<file path="src/rtl/uart_rx_word_if.sv">
// uart_rx_word_if: serial line in and reassembled word/status out.
// master = receiver side (Rx in, word+strobes out); slave = line driver/consumer.
interface uart_rx_word_if;
    logic        Rx;
    logic [23:0] data_out;
    logic        valid;
    logic        frame_err;
    logic        timeout;

    modport master (
        input  Rx,
        output data_out,
        output valid,
        output frame_err,
        output timeout
    );

    modport slave (
        output Rx,
        input  data_out,
        input  valid,
        input  frame_err,
        input  timeout
    );
endinterface

</file>
<file path="src/rtl/uart_rx_word.sv">
// uart_rx_word: 8N1 receiver packing three bytes (first -> [23:16]) into a word.
// Ports: clk, reset (sync, active-high), bus (master): Rx in; data_out, valid,
// frame_err, timeout out. Optional macro UART_RX_WORD_TIMEOUT_EN enables the
// partial-word idle timeout; without it timeout is tied to 0.
module uart_rx_word #(
    parameter int CLKS_PER_BIT = 5208,
    parameter int TIMEOUT_BITS = 40
) (
    input logic             clk,
    input logic             reset,
    uart_rx_word_if.master  bus
);

    if (CLKS_PER_BIT < 4 || CLKS_PER_BIT > 16383) begin : g_bad_cpb
        $error("CLKS_PER_BIT out of range");
    end
    if (TIMEOUT_BITS < 1) begin : g_bad_tob
        $error("TIMEOUT_BITS must be positive");
    end

    localparam logic [13:0] BIT_LAST  = 14'(CLKS_PER_BIT - 1);
    localparam logic [13:0] HALF_LAST = 14'(CLKS_PER_BIT / 2 - 1);

    typedef enum logic [1:0] {
        S_IDLE,
        S_START,
        S_DATA,
        S_STOP
    } state_t;

    state_t      state_q, state_d;
    logic        rx_meta_q, rx_s_q, rx_prev_q;
    logic        fall;
    logic [13:0] cnt_q, cnt_d;
    logic [2:0]  bidx_q, bidx_d;
    logic [1:0]  bcnt_q, bcnt_d;
    logic [7:0]  byte_sr_q, byte_sr_d;
    logic [15:0] word_acc_q, word_acc_d;
    logic [23:0] data_q, data_d;
    logic        valid_q, valid_d;
    logic        ferr_q, ferr_d;
    logic        tout_q, tout_d;

`ifdef UART_RX_WORD_TIMEOUT_EN
    localparam logic [23:0] IDLE_LAST = 24'(TIMEOUT_BITS * CLKS_PER_BIT - 1);
    logic [23:0] idle_q, idle_d;
`endif

    // Falling edge needs a fresh 1->0 transition; a line held low never retriggers.
    assign fall = rx_prev_q & ~rx_s_q;

    always_ff @(posedge clk) begin
        if (reset) begin
            rx_meta_q  <= 1'b1;
            rx_s_q     <= 1'b1;
            rx_prev_q  <= 1'b1;
            state_q    <= S_IDLE;
            cnt_q      <= '0;
            bidx_q     <= '0;
            bcnt_q     <= '0;
            byte_sr_q  <= '0;
            word_acc_q <= '0;
            data_q     <= '0;
            valid_q    <= 1'b0;
            ferr_q     <= 1'b0;
            tout_q     <= 1'b0;
`ifdef UART_RX_WORD_TIMEOUT_EN
            idle_q     <= '0;
`endif
        end else begin
            rx_meta_q  <= bus.Rx;
            rx_s_q     <= rx_meta_q;
            rx_prev_q  <= rx_s_q;
            state_q    <= state_d;
            cnt_q      <= cnt_d;
            bidx_q     <= bidx_d;
            bcnt_q     <= bcnt_d;
            byte_sr_q  <= byte_sr_d;
            word_acc_q <= word_acc_d;
            data_q     <= data_d;
            valid_q    <= valid_d;
            ferr_q     <= ferr_d;
            tout_q     <= tout_d;
`ifdef UART_RX_WORD_TIMEOUT_EN
            idle_q     <= idle_d;
`endif
        end
    end

    always_comb begin
        state_d    = state_q;
        cnt_d      = cnt_q;
        bidx_d     = bidx_q;
        bcnt_d     = bcnt_q;
        byte_sr_d  = byte_sr_q;
        word_acc_d = word_acc_q;
        data_d     = data_q;
        valid_d    = 1'b0;
        ferr_d     = 1'b0;
        tout_d     = 1'b0;
`ifdef UART_RX_WORD_TIMEOUT_EN
        idle_d     = idle_q;
`endif
        unique case (state_q)
            S_IDLE: begin
                cnt_d = '0;
                if (fall) begin
                    state_d = S_START;
                end
`ifdef UART_RX_WORD_TIMEOUT_EN
                if (fall || bcnt_q == 2'd0) begin
                    idle_d = '0;
                end else if (idle_q == IDLE_LAST) begin
                    idle_d     = '0;
                    bcnt_d     = '0;
                    word_acc_d = '0;
                    tout_d     = 1'b1;
                end else begin
                    idle_d = idle_q + 24'd1;
                end
`endif
            end
            S_START: begin
                if (cnt_q == HALF_LAST) begin
                    cnt_d  = '0;
                    bidx_d = '0;
                    // Line back high at mid-start means a glitch, not a frame.
                    state_d = rx_s_q ? S_IDLE : S_DATA;
                end else begin
                    cnt_d = cnt_q + 14'd1;
                end
            end
            S_DATA: begin
                if (cnt_q == BIT_LAST) begin
                    cnt_d     = '0;
                    byte_sr_d = {rx_s_q, byte_sr_q[7:1]};
                    if (bidx_q == 3'd7) begin
                        state_d = S_STOP;
                    end else begin
                        bidx_d = bidx_q + 3'd1;
                    end
                end else begin
                    cnt_d = cnt_q + 14'd1;
                end
            end
            S_STOP: begin
                if (cnt_q == BIT_LAST) begin
                    cnt_d   = '0;
                    state_d = S_IDLE;
                    if (!rx_s_q) begin
                        ferr_d = 1'b1;
                        bcnt_d = '0;
                    end else if (bcnt_q == 2'd2) begin
                        data_d  = {word_acc_q, byte_sr_q};
                        valid_d = 1'b1;
                        bcnt_d  = '0;
                    end else begin
                        word_acc_d = {word_acc_q[7:0], byte_sr_q};
                        bcnt_d     = bcnt_q + 2'd1;
                    end
                end else begin
                    cnt_d = cnt_q + 14'd1;
                end
            end
            default: state_d = S_IDLE;
        endcase
    end

    assign bus.data_out  = data_q;
    assign bus.valid     = valid_q;
    assign bus.frame_err = ferr_q;
`ifdef UART_RX_WORD_TIMEOUT_EN
    assign bus.timeout   = tout_q;
`else
    assign bus.timeout   = 1'b0;
    logic unused_tout;
    assign unused_tout = tout_q;
`endif

endmodule

</file>
<file path="src/flat_wrapper.sv">
// flat-port wrapper written by rule: the top's interface ports become plain ports
module uart_rx_word_flat 
#(
    parameter int CLKS_PER_BIT = 5208,
    parameter int TIMEOUT_BITS = 40
)
  (clk, reset, bus_Rx, bus_data_out, bus_valid, bus_frame_err, bus_timeout);
  uart_rx_word_if bus_i ();
  input logic clk;
  input logic reset;
  input wire logic [$bits(bus_i.Rx)-1:0] bus_Rx;
  output wire logic [$bits(bus_i.data_out)-1:0] bus_data_out;
  output wire logic [$bits(bus_i.valid)-1:0] bus_valid;
  output wire logic [$bits(bus_i.frame_err)-1:0] bus_frame_err;
  output wire logic [$bits(bus_i.timeout)-1:0] bus_timeout;
  assign bus_i.Rx = bus_Rx;
  assign bus_data_out = bus_i.data_out;
  assign bus_valid = bus_i.valid;
  assign bus_frame_err = bus_i.frame_err;
  assign bus_timeout = bus_i.timeout;
  uart_rx_word #(.CLKS_PER_BIT(CLKS_PER_BIT), .TIMEOUT_BITS(TIMEOUT_BITS)) u_core (.clk(clk), .reset(reset), .bus(bus_i));
endmodule
</file>
<file path="config.mk">
export PLATFORM = sky130hd
export DESIGN_NAME = uart_rx_word_flat
export DESIGN_NICKNAME = d
export VERILOG_FILES = /design/src/rtl/uart_rx_word_if.sv /design/src/rtl/uart_rx_word.sv /design/src/flat_wrapper.sv
export SDC_FILE = /design/constraint.sdc
export NUM_CORES = 1
export LEC_CHECK = 0
export CORE_MARGIN = 8
export CORE_UTILIZATION = 40
export DETAILED_ROUTE_END_ITERATION = 8
export PLACE_DENSITY_LB_ADDON = 0.15
export SYNTH_ARGS = -nofsm -noshare
export SYNTH_HDL_FRONTEND = slang
export SYNTH_SLANG_ARGS = --single-unit
export TNS_END_PERCENT = 100
</file>
<file path="constraint.sdc">
create_clock -name clk -period 5.98 [get_ports clk]
set_input_delay 1.196 -clock clk [delete_from_list [all_inputs] [get_ports clk]]
set_output_delay 1.196 -clock clk [all_outputs]
set_load 0.01 [all_outputs]
</file>
==> results.ini <==
[place]
hpwlAfterDp_um = 4480
gp_congestion = 0.847
port_buffers = 28

[sta]
timing.hold.ws_ns = 0.416
hold_viol_final = 0
tightest_slew_ns = 1.12
setup_tns_ns = 0
final_max_slew_viol_count = 0
period_share = 0.452
grt_setup_unrepaired = false
finClkSkew_ns = 0.00925
setup_violations = 0
max_freq_ghz = 0.370
finalCriticalPeriod_ns = 2.70
slew_headroom = 0.252

[route]
vias = 2576
finalWirelength_um = 6890
firstDrtPassIters = 4
drt_iter0_drc = 59
routedWlPerCell_um = 14.4
ant_nets = 0
drcViolationCount = 0
vias_per_cell = 5.40

[synthesis]
ys_seq_area_frac = 0.455
muxShareOfSynthArea = 0.0584
synthCells = 359
synthAdderAreaFrac = 0.0154
synth_simple_gate_area_share = 0.261
synthXorXnorAreaFrac = 0.0296
syn_area_um2 = 3260
synthFlopType = dfxtp_1
ys_warn_count = 0
synth-edff-count = 0
synth_seq_cells = 74
syn_avg_cell_area_um2 = 9.07
synth_cell_type_count = 43
syn_nets = 366
synth_compound_area_frac = 0.125
async_reset_ff_frac = 0
synth_top_family_by_area = simple AND/OR/NAND/NOR gates

[worst_setup_path]
crit_start = u_core.cnt_q[0]
rr_startpoint = u_core.cnt_q[0]
critPathCaptureType = flop
timing.rr.end = u_core.cnt_q[4]
cpLargestDelayFamily = compound AO/OA/AOI/OAI gates
cp-start-kind = flop
r2r.worst_path.cells = 5
endpoint = u_core.cnt_q[4]
path_max_fanout = 14
crit_type = flop to flop
required_ns = 6.16
path_buf_inv = 0
crit_cells = 5
slowest_stage = a22oi_1
worst_path_largest_cell_delay_ns = 1.00
cp_cell_sequence = ha_1 > nor4b_4 > nand4_1 > a22oi_1 > nor3_1
rrSetupSlack_ns = 3.28
worst_ep_arrival_time_ns = 2.88

[power_and_ir_drop]
p_per_area_nw_per_um2 = 244
p_leak_nw = 1.13
ir_drop_uv = 101

[clock_network]
cts_tree = done
cts.repair.resized = 0
root_buffer = clkbuf_8
post_cts_buffers = 0
h-tree-depth = 3
cts_num_sinks = 74
clock_latency_ns = 0.34
cts.path.max_buffers = 2
hold_buffers = 0
cts-buffers-inserted = 9
cts.clk_slew.worst_paths_ns = 0.07

[floorplan]
pin_count = 30
fp.dieH_um = 106
rows = 33
die_x_um = 106
dieArea_um2 = 11300
core_area_um2 = 8050
initial_utilization = 0.404

[cells_and_area]
diodes = 0
seq_area_um2 = 1480
area_delta_synth_final_pct = 14.2
nNetsFinal = 374
final_cell_mix = 74 x dfxtp_1, 37 x o21ai_0, 35 x a21oi_1
final_common_cell = dfxtp_1
post-route-util = 0.462
n_fill_cell = 820
multi_input_area_um2 = 1600
layout-drive-gt1-share = 0.0699

[grt]
grt_pass1_wl_um = 12300
grt-ovfl-total = 0
antenna_found_initial = 0
track_usage = 0.131
grt_max_degree = 85
grt_pass1_vias = 2588

[run_status]
status = completed

[hold_path]
hold_class = flop to flop

[run]
cap_viol_max_count = 0

flip-flops by register name (all words and copies together) (netlist names), named ones only:
signal / count
u_core.bus.data_out: 24
u_core.byte_sr_q: 8
u_core.rx_meta_q: 1
u_core.cnt_q: 14
u_core.bus.frame_err: 1
u_core.word_acc_q: 16
u_core.state_q: 1
u_core.rx_prev_q: 1
u_core.rx_s_q: 1
u_core.bus.valid: 1
u_core.bcnt_q: 2
u_core.bidx_q: 3
worst min-delay path by stage:
| stage | end | slack (ns) | cells after the start | from |
|---|---|---|---|---|
| finish | u_core.rx_s_q | 0.42 | 1 | u_core.rx_meta_q |
| global route | u_core.rx_s_q | 0.43 | 1 | u_core.rx_meta_q |
| CTS | u_core.rx_s_q | 0.42 | 1 | u_core.rx_meta_q |
| detailed placement | u_core.rx_s_q | 0.40 | 1 | u_core.rx_meta_q |
| global placement | u_core.rx_s_q | 0.40 | 1 | u_core.rx_meta_q |
| floorplan | u_core.rx_s_q | 0.39 | 1 | u_core.rx_meta_q |
synth_stat cells, types with 4 or more instances:
master,instances,area (µm²)
and4_1,4,35.0
a21oi_1,35,175
clkbuf_1,22,82.6
o21ai_0,37,185
xor2_1,5,43.8
mux2i_1,19,190
xnor2_1,6,52.6
ha_1,4,50.1
nor2b_1,7,43.8
nand2b_1,27,169
nand3_1,17,85.1
nor3_1,16,80.1
nand4_1,28,175
dfxtp_1,74,1480
buf_2,6,30.0
nand2_1,10,37.5
area by class of cell:
class,instances,share of cell area
Clock buffer,12,0.0417
Tap cell,105,0.0353
Sequential cell,74,0.398
Inverter,2,0.00202
Multi-Input combinational cell,249,0.429
Timing Repair Buffer,31,0.0801
Clock inverter,4,0.0135
where the power goes:
part	switching (mW)	internal [mW]	leakage (nW)
sequential	0.00175	0.494	0.596
clock	0.180	0.215	0.0986
combinational	0.0105	0.00571	0.436
per-layer routing:
metal / routed length [µm] / share of wire / GRT usage
met4: 106 / 0.015 / 0.0543
met5: 0 / 0 / 0
met1: 3170 / 0.46 / 0.159
met3: 195 / 0.028 / 0.0272
met2: 3420 / 0.50 / 0.220
per-stage QoR:
stage,setup slack (ns),cells,area [µm²],power (mW)
final,3.28,477,3720,0.907
after global routing,2.97,477,3720,0.946
after CTS,3.25,477,3720,0.922
after detailed placement,3.28,461,3510,0.524
after global placement,3.37,461,3510,0.524
after floorplan,3.82,359,3260,0.520
logic make-up after synthesis:
family,Yosys count
muxes,19
and+or+nand+nor,136
other,1
buffers and inverters,36
xor gates and xnor gates,11
adders and majority gates,4
AOI/OAI and AO/OA,78
DFF,74
No activity file was read; power rests on OpenSTA's default activity.
